<file path="src/rtl/reg_file_sb.sv">
// Register file with write-through forwarding, a sequential clear engine and an
// optional pending-write scoreboard (enable with `define REGFILE_SCOREBOARD_EN).
module reg_file_sb #(
  parameter int DATA_WIDTH = 32,
  parameter int ADDR_WIDTH = 5,
  parameter int READ_PORTS = 2
) (
  input  logic                             clk,
  input  logic                             rst,
  input  logic [READ_PORTS-1:0]            read_en,
  input  logic [READ_PORTS*ADDR_WIDTH-1:0] read_addr,
  output logic [READ_PORTS*DATA_WIDTH-1:0] read_data,
  output logic [READ_PORTS-1:0]            read_busy,
  input  logic                             write_en,
  input  logic [ADDR_WIDTH-1:0]            write_addr,
  input  logic [DATA_WIDTH-1:0]            write_data,
  input  logic                             issue_en,
  input  logic [ADDR_WIDTH-1:0]            issue_addr,
  input  logic                             clear_req,
  output logic                             ready
);

  localparam int NUM_REGS = 2**ADDR_WIDTH;
  localparam logic [ADDR_WIDTH-1:0] LAST_IDX = ADDR_WIDTH'(NUM_REGS - 1);

  typedef enum logic {CLEAR, RUN} state_t;

  state_t                  state;
  logic [ADDR_WIDTH-1:0]   clr_idx;
  logic [DATA_WIDTH-1:0]   regs [NUM_REGS];

  // NOTE: non-blocking assignments for all sequential state so every flop
  // samples pre-edge values regardless of block ordering.
  always_ff @(posedge clk or negedge rst) begin
    if (!rst) begin
      state   <= CLEAR;
      clr_idx <= ADDR_WIDTH'(1);
      ready   <= 1'b0;
    end else begin
      case (state)
        CLEAR: begin
          if (clr_idx == LAST_IDX) begin
            state <= RUN;
            ready <= 1'b1;
          end else begin
            clr_idx <= clr_idx + ADDR_WIDTH'(1);
          end
        end
        RUN: begin
          if (clear_req) begin
            state   <= CLEAR;
            clr_idx <= ADDR_WIDTH'(1);
            ready   <= 1'b0;
          end
        end
        default: begin
          state <= CLEAR;
          ready <= 1'b0;
        end
      endcase
    end
  end

  // NOTE: the storage array has no reset; the clear engine zeroes it entry by
  // entry, which keeps it mappable onto RAM/flop arrays without reset fan-out.
  // Entry 0 is never written and never read: reads of r0 are forced to zero.
  always_ff @(posedge clk) begin
    if (state == CLEAR) begin
      regs[clr_idx] <= '0;
    end else if (write_en && write_addr != '0) begin
      regs[write_addr] <= write_data;
    end
  end

`ifdef REGFILE_SCOREBOARD_EN
  logic [NUM_REGS-1:0] busy;

  // NOTE: the issue set follows the write clear, so when both target the same
  // bit the later non-blocking assignment (the new producer) wins.
  always_ff @(posedge clk or negedge rst) begin
    if (!rst) begin
      busy <= '0;
    end else if (state == CLEAR || clear_req) begin
      busy <= '0;
    end else begin
      if (write_en) busy[write_addr] <= 1'b0;
      if (issue_en && issue_addr != '0) busy[issue_addr] <= 1'b1;
    end
  end
`else
  logic unused_issue;
  assign unused_issue = ^{issue_en, issue_addr};
`endif

  for (genvar p = 0; p < READ_PORTS; p++) begin : g_port
    logic [ADDR_WIDTH-1:0] addr;
    logic                  hit;

    assign addr = read_addr[p*ADDR_WIDTH +: ADDR_WIDTH];
    assign hit  = write_en && (write_addr == addr);

    // A same-cycle writeback is forwarded ahead of the stored value.
    assign read_data[p*DATA_WIDTH +: DATA_WIDTH] =
        (!ready || !read_en[p] || addr == '0) ? '0 :
        hit                                   ? write_data :
                                                regs[addr];

`ifdef REGFILE_SCOREBOARD_EN
    assign read_busy[p] = ready && read_en[p] && busy[addr] && !hit;
`else
    assign read_busy[p] = 1'b0;
`endif
  end

endmodule
</file>
<file path="config.mk">
export PLATFORM = sky130hd
export DESIGN_NAME = reg_file_sb
export DESIGN_NICKNAME = d
export VERILOG_FILES = /design/src/rtl/reg_file_sb.sv
export SDC_FILE = /design/constraint.sdc
export NUM_CORES = 1
export LEC_CHECK = 0
export ABC_CLOCK_PERIOD_IN_PS = 3400
export BUFFER_PORTS_ARGS = -buffer_cell sky130_fd_sc_hd__buf_2
export CORE_MARGIN = 10
export CORE_UTILIZATION = 65
export CTS_BUF_LIST = sky130_fd_sc_hd__clkbuf_4
export CTS_CLUSTER_DIAMETER = 100
export DETAILED_ROUTE_END_ITERATION = 16
export GPL_ROUTABILITY_DRIVEN = 0
export PLACE_DENSITY_LB_ADDON = 0.25
export SLEW_MARGIN = 20
export SYNTH_ARGS = -nofsm -noshare
export SYNTH_HDL_FRONTEND = slang
export SYNTH_SLANG_ARGS = --single-unit
</file>
<file path="constraint.sdc">
create_clock -name clk -period 3.4 [get_ports clk]
set_input_delay 0.51 -clock clk [delete_from_list [all_inputs] [get_ports clk]]
set_output_delay 0.51 -clock clk [all_outputs]
set_load 0.1 [all_outputs]
</file>
======== After elaboration in Yosys (flattened, before gate mapping) ========
Memory sizes are Yosys's and may differ from the RTL's.
Cells that the tools add are included.
storage, ports and cells
  bits in registers ....................... 7
  bits in writable memories ............... 1024
  input bits .............................. 59
  word-level logic and storage cells ...... 48
  memories ................................ 1
cells by class
  add/sub/neg operators ................... 1
  equal/unequal tests ..................... 6
  mux-type cells .......................... 20
  bitwise operators ....................... 1
  reductions and logical operators ........ 16
memories
  name  depth  bits a word  read ports  clocked after Yosys merged registers in  wr ports  line  source
  regs  32     32           2           0                                        1         30    logic [DATA_WIDTH-1:0] regs [NUM_REGS];
operators by type and width
  cell                                                            number
  32-bit 2-to-1 mux                                               5
  32-bit OR reduction                                             1
  5-bit 2-to-1 mux                                                3
  5-bit == test                                                   2
  5-bit zero test                                                 2
  5-bit one-hot mux with 2 select lines                           1
  1-bit 2-to-1 mux                                                9
  2-bit != test (second input constant)                           3
  5-bit by 1-bit adder with 5-bit output (second input constant)  1
  5-bit == test (second input constant)                           1
  5-bit nonzero test                                              1
  1-bit logical OR                                                4
  1-bit one-hot mux with 2 select lines                           2
  2-bit AND reduction                                             2
  1-bit logical AND                                               3
  1-bit zero test                                                 3
  1-bit inverter                                                  1

======== Depth between registers and ports, before layout ========
Gate-level depths: netlist (run 1).
  depth in word-level cells ............... 7
  depth in mapped cells ................... 9

======== Worst setup path before layout (run 1) ========
Ideal clock, no wire load.
  path kind ............................... register to output
  from .................................... register ready
  to ...................................... output read_data[30]
  arrival ................................. 3.805 ns
  data required time ...................... 2.890 ns
  slack ................................... -0.915 ns
  stages on the path, launching flop included .. 5
  path buffers ............................ 1
  path through ............................ dfrtp_1 -> o2111a_1 -> clkbuf_1 -> nand2_1 -> o21ai_0
on the way
  cells in the longest elaborated chain, start to end .. 4
RTL lines
  item                            line  source
  start, declared                 20    output logic ready
  start signal, assigned          38    ready <= 1'b0;
  start signal, assigned          44    ready <= 1'b1;
  start signal, assigned          53    ready <= 1'b0;
  1-bit zero test                 104   (!ready || !read_en[p] || addr == '0) ? '0 :
  1-bit logical OR (2 in series)  104
  32-bit 2-to-1 mux               104
  end, declared                   12    output logic [READ_PORTS*DATA_WIDTH-1:0] read_data,
Every way passes these cells.

==> results of run 1 <==
## flip-flops by register name (all words and copies together), names as in the netlist
| name | flops |
|---|---|
| ready | 1 |
| state | 1 |
| clr_idx | 5 |
| regs | 1024 |
## synthesized netlist by cell type (all sizes together) (43+ instances only)
| cell | count |
|---|---|
| a221oi | 43 |
| a22oi | 78 |
| buf | 145 |
| clkbuf | 99 |
| edfxtp | 1024 |
| mux2 | 154 |
| mux2i | 191 |
| mux4 | 358 |
| nand2 | 179 |
| nor2 | 89 |
| nor2b | 48 |
| o22ai | 61 |
## critical path, stage by stage (launching register included)
cell,delay [ns]
edfxtp_1,0.42
mux4_2,0.49
mux2i_1,0.18
nor2_1,0.06
o211ai_1,0.50
nand2_1,0.20
buf_12,0.21
## routing by layer
metal | GRT usage, % | part of all wire (%) | vias to the layer above | wire (um)
met1 | 46.0 | 33 | 16600 | 51400
li1 | - | - | 12900 | -
met4 | 18.3 | 5.2 | 0 | 8090
met5 | 0 | 0 | - | 0
met3 | 12.1 | 16 | 620 | 24300
met2 | 52.7 | 46 | 3296 | 70600
## through the flow
step                std cells  hold slack (ns)  util, %  setup slack (ns)
floorplan                2850            0.214        -            -0.300
global placement         3932            0.347     71.9           0.00296
detailed placement       3933            0.355     71.9            0.0443
CTS                      4390        0.0000745     77.2            -0.257
global route             4403           0.0215     77.7            -0.343
finish                   4406           0.0423     77.7            -0.283
## worst paths after layout
check	startpoint	end	slack [ns]
max	regs[14][7]	read_data[39]	-0.28
min reg2reg	ready	ready	0.67
max in group asynchronous	rst	clr_idx[0]	2.69
min in group asynchronous	rst	clr_idx[2]	0.40
max reg2reg	state	regs[15][3]	1.06
min	write_data[16]	regs[25][16]	0.04
## report_power, final
| group | leakage [nW] | internal (mW) | switching [mW] | total [mW] |
|---|---|---|---|---|
| clock | 1.91 | 5.39 | 5.02 | 10.4 |
| sequential | 9.62 | 15.6 | 0.620 | 16.2 |
| combinational | 8.22 | 2.89 | 5.28 | 8.17 |
| total | 19.8 | 23.9 | 10.9 | 34.8 |
## timing repair
| action | 4_1_cts | 5_1_grt |
|---|---|---|
| endpoints found under the setup margin | 63 | 63 |
| endpoints found under the hold margin | 96 | 0 |
| pin swaps | 57 | 49 |
| buffers inserted | 6 | 8 |
| resized for setup | 142 | 57 |
| hold buffers | 10 | 0 |
## kinds of logic after synthesis
kind of cell               share of synthesized area (%)
AOI/OAI and AO/OA                                   6.48
xor gates and xnor gates                           0.231
adders and majority gates                         0.0508
buffers and inverters                               2.44
DFF                                                 62.8
muxes                                               23.8
other                                            0.00762
and+or+nand+nor                                     4.18
## area by class of cell
| type | instances | share of cell area, % |
|---|---|---|
| Clock buffer | 370 | 4.79 |
| Inverter | 2 | 0.0129 |
| Tap cell | 969 | 2.09 |
| Clock inverter | 71 | 0.699 |
| Multi-Input combinational cell | 1573 | 31.2 |
| Sequential cell | 1031 | 53.3 |
| Timing Repair Buffer | 382 | 7.90 |
| Antenna cell | 8 | 0.0345 |
## cell usage in the layout, fill, tap and decap left out, types with 53 or more instances in the layout
cell,instances
mux2_2,154
buf_12,136
mux4_2,358
mux2i_1,177
a22oi_1,60
edfxtp_1,1024
clkinv_1,53
buf_4,175
nand2_1,167
o22ai_1,61
nor2_1,55
clkbuf_4,370
==> flow_summary.json, run 1 <==
{
  "worstHoldPathCells": 2,
  "ys_ff_latch": 1031,
  "crit_arrival_ns": 3.17,
  "reg2reg_depth": 5,
  "hpwlAfterDp_um": 95500,
  "tightest_slew_ns": 1.09,
  "num_vias": 33400,
  "drv_slew": 0,
  "final_hold_viol_count": 0,
  "syn2layout_area_growth_pct": 17.9,
  "grt_pass1_wl_um": 222000,
  "seq_area_um2": 30900,
  "route.detailed.drc": 0,
  "routed_wl_um": 154000,
  "cts_tree": "built",
  "drive_above_1_share_pct": 42.9,
  "setup_viol": 20,
  "fillCellCount": 3905,
  "multiInputGateArea_um2": 18100,
  "htreeDepth": 5,
  "peakVddDrop_mv": 0.502,
  "insertion_delay_ns": 1.17,
  "hp-class": "primary input to flop",
  "numCtsBuffers": 279,
  "pin_count": 126,
  "dieArea_um2": 87100,
  "drtAntennaViolNets": 0,
  "cp.required_ns": 2.89,
  "placed_area_um2": 53700,
  "syn_area_um2": 49200,
  "core_um2": 74700,
  "nNetsFinal": 3330,
  "relSlewSlack_pct": 27.6,
  "synth_area_leaders": "edfxtp_1 (62%), mux4_2 (16%), mux2i_1 (3.9%)",
  "powerDensity_nw_per_um2": 600,
  "io_buffers": 117,
  "die_x_um": 295,
  "finClkSkew_ns": 0.117,
  "overflow": 0,
  "clockRootBuffer": "clkbuf_4",
  "synth_ff_type": "edfxtp_1",
  "status": "complete, but fails checks",
  "synth_cells": 2849,
  "finalCritPeriodShare_pct": 108,
  "clockBufferDepth": 4,
  "crit_type": "flop to output pin",
  "power_mw": 34.8,
  "grt_pass1_vias": 33900,
  "setup_tns_ns": -1.96,
  "initialDrtViolationCount": 5303,
  "seq_area_frac_synth_pct": 62.8,
  "avgSynthCellArea_um2": 17.3,
  "synth_top_area_share_pct": 62.5,
  "dr.pass1.iters": 10,
  "rows": 100,
  "die_h_um": 295,
  "synth_edf_count": 1024,
  "cts.reportedPaths.clkPinSlew_ns": 0.07,
  "critPathCaptureType": "output pin",
  "worstPathMaxFanout": 2,
  "drv_cap": 0,
  "violations": "setup timing",
  "yosys.cell_types.count": 63,
  "leakagePower_nw": 19.8,
  "ys_async_sr_fraction_pct": 0.679,
  "grt_max_degree": 77,
  "start_util_pct": 65.9,
  "track_usage_pct": 35.4,
  "via_per_inst": 7.57,
  "routedWlPerCell_um": 35.0,
  "synth_top_area_cell": "edfxtp_1",
  "cts_sinks": 1031,
  "rsz0062_at_grt": "yes",
  "setup_slack_ns": -0.283,
  "yosysWarnings": 0,
  "fmax_mhz": 272,
  "finalInstanceArea_um2": 58000,
  "antenna_found_initial": 2,
  "critPathLaunchType": "flop",
  "finalCriticalPeriod_ns": 3.68
}
(Power assumes the default switching activity.)
==> inputs of run 2 (changes only) <==
--- a/config.mk
+++ b/config.mk
@@ -7,12 +7,14 @@
 export LEC_CHECK = 0
 export ABC_CLOCK_PERIOD_IN_PS = 3400
 export BUFFER_PORTS_ARGS = -buffer_cell sky130_fd_sc_hd__buf_2
-export CORE_MARGIN = 10
+export CORE_ASPECT_RATIO = 0.75
+export CORE_MARGIN = 3
 export CORE_UTILIZATION = 65
 export CTS_BUF_LIST = sky130_fd_sc_hd__clkbuf_4
 export CTS_CLUSTER_DIAMETER = 100
 export DETAILED_ROUTE_END_ITERATION = 16
 export GPL_ROUTABILITY_DRIVEN = 0
+export HOLD_SLACK_MARGIN = 0.06
 export PLACE_DENSITY_LB_ADDON = 0.25
 export SLEW_MARGIN = 20
 export SYNTH_ARGS = -nofsm -noshare
==> flow_summary.json, run 2 (synthesis gave the netlist of run 1 again) <==
{
  "numCtsBuffers": 233,
  "dr.pass1.iters": 6,
  "finalCritPeriodShare_pct": 107,
  "p_int_mw": 23.2,
  "htreeDepth": 4,
  "hp-class": "primary input to flop",
  "grt_pass1_vias": 33400,
  "combPwrFrac_pct": 24.1,
  "antenna_found_initial": 3,
  "syn2layout_area_growth_pct": 18.0,
  "drive_above_1_share_pct": 42.7,
  "cts.reportedPaths.clkPinSlew_ns": 0.06,
  "peakVddDrop_mv": 0.496,
  "p_seq_share_pct": 47.6,
  "dieArea_um2": 79100,
  "rsz0062_at_grt": "yes",
  "setup_slack_ns": -0.225,
  "largest_register_ffs": 1024,
  "worst_r2r_endpoint": "regs[23][0]",
  "hpwlAfterDp_um": 94900,
  "worstPathMaxFanout": 2,
  "p_sw_mw": 10.8,
  "cp.required_ns": 2.89,
  "grt_pass1_wl_um": 222000,
  "netSwitchingFraction_pct": 31.8,
  "drv_cap": 0,
  "clockRootBuffer": "clkbuf_4",
  "critPathLaunchType": "flop",
  "io_buffers": 117,
  "regToRegSetupSlack_ns": 0.64,
  "reg2reg_depth": 5,
  "routedWlPerCell_um": 35.3,
  "finalCriticalPeriod_ns": 3.62,
  "final_cell_mix": "edfxtp_1 (1,024), mux4_2 (358), clkbuf_4 (339)",
  "crit_arrival_ns": 3.11,
  "fmax_mhz": 276,
  "final_hold_viol_count": 0,
  "min-delay-start": "write_data[23]",
  "top_register": "regs",
  "setup_viol": 18,
  "pwr-share-clk_pct": 28.2,
  "cts_tree": "built",
  "leakagePower_nw": 19.8,
  "via_per_inst": 7.59,
  "worstHoldPathCells": 2,
  "r2r-start": "state",
  "violations": "setup timing",
  "hold_end": "regs[11][23]",
  "hold_slack_ns": 0.121,
  "reg.largest.list": "regs x1024, clr_idx x5",
  "start_util_pct": 66.3,
  "drv_slew": 0,
  "tightest_slew_ns": 1.12,
  "relSlewSlack_pct": 25.4,
  "layout_commonest_cell": "edfxtp_1",
  "crit_type": "flop to output pin",
  "fillCellCount": 3862,
  "cts_sinks": 1031,
  "track_usage_pct": 39.6,
  "overflow": 0,
  "pin_count": 126,
  "num_vias": 33600,
  "die_x_um": 324,
  "core_um2": 74200,
  "grt_max_degree": 70,
  "powerDensity_nw_per_um2": 585,
  "clockBufferDepth": 3,
  "power_mw": 34.0,
  "insertion_delay_ns": 1.14,
  "drtAntennaViolNets": 0,
  "nNetsFinal": 3330,
  "route.detailed.drc": 0,
  "initialDrtViolationCount": 5450,
  "status": "complete, but fails checks",
  "critPathCaptureType": "output pin",
  "routed_wl_um": 156000,
  "rows": 86,
  "finClkSkew_ns": 0.0799,
  "die_h_um": 244
}
[run 2: changes by cell type in the layout (fill, tap and decap cells not counted), sizes merged]
cell | previous run | this run
bufinv | 5 | 2
diode | 8 | 7
clkinv | 59 | 68
inv | 9 | 6
dlygate4sd3 | 10 | 27
clkbuf | 370 | 339
clkinvlp | 0 | 2
buf | 372 | 401
[run 2: metal layers]
layer / up-vias / wire length, um / part of all wire [%] / track usage [%]
met5: - / 0 / 0 / 0
met4: 0 / 7220 / 4.6 / 18.0
met3: 589 / 28100 / 18 / 17.4
met2: 3387 / 68900 / 44 / 56.4
met1: 16600 / 51900 / 33 / 53.4
li1: 13000 / - / - / -
[run 2: metrics by stage]
stage	utilization (%)	setup WS [ns]	instance area, um^2	TNS (ns)	instances
2_1_floorplan	-	-0.300	49300	-132.95	2850
6_report	78.2	-0.225	58100	-1.19	4424
3_3_place_gp	72.4	-0.0734	53800	-0.0768	3944
5_1_grt	78.2	-0.279	58100	-4.19	4421
4_1_cts	77.8	-0.243	57800	-2.30	4408
3_5_place_dp	72.4	-0.137	53800	-0.138	3944
[run 2: how the worst max path moves through the flow]
stage                  startpoint             to  slack, ns  depth (start not counted)
finish               regs[11][23]  read_data[55]      -0.22                          7
CTS                   regs[10][2]  read_data[34]      -0.24                          6
global route         regs[10][23]  read_data[55]      -0.28                          7
global placement     read_addr[5]  read_data[58]      -0.07                         10
floorplan           write_addr[3]    regs[15][0]      -0.30                          7
detailed placement   read_addr[5]  read_data[58]      -0.14                         10
[run 2: layout make-up]
type / instances / area [um^2] / share of cell area (%)
sequential: 1031 / 30900 / 53.2
inverter: 2 / 7.51 / 0.0129
antenna: 7 / 17.5 / 0.0302
tap: 968 / 1210 / 2.09
clock inverter: 76 / 370 / 0.638
clock buffer: 339 / 2540 / 4.38
timing repair buffer: 428 / 4920 / 8.47
multi-input combinational: 1573 / 18100 / 31.1
[run 2: power by group through the flow]
stage                     clock network (mW)  registers, mW  logic [mW]
after floorplan                            0           16.2        4.45
after global placement                     0           16.3        7.35
after detailed placement                   0           16.4        7.53
after CTS                               9.64           16.2        7.87
after global routing                    10.3           16.3        8.38
final                                   9.60           16.2        8.20
[run 2: critical path, cell delays in order, from the launching register on]
cell and delay, ns:
edfxtp_1 0.39, mux4_2 0.50, mux2i_1 0.14, nor2_1 0.05, o211ai_1 0.47, buf_4 0.23
nand2_4 0.06, buf_12 0.16
[run 2: timing repair]
item | in CTS | in global routing
endpoints found under the setup margin | 64 | 61
hold buffers | 27 | 0
pin swaps | 82 | 43
gates cloned | 1 | 0
gates resized for setup | 153 | 49
setup buffers | 22 | 9
hold endpoints to repair | 729 | 0
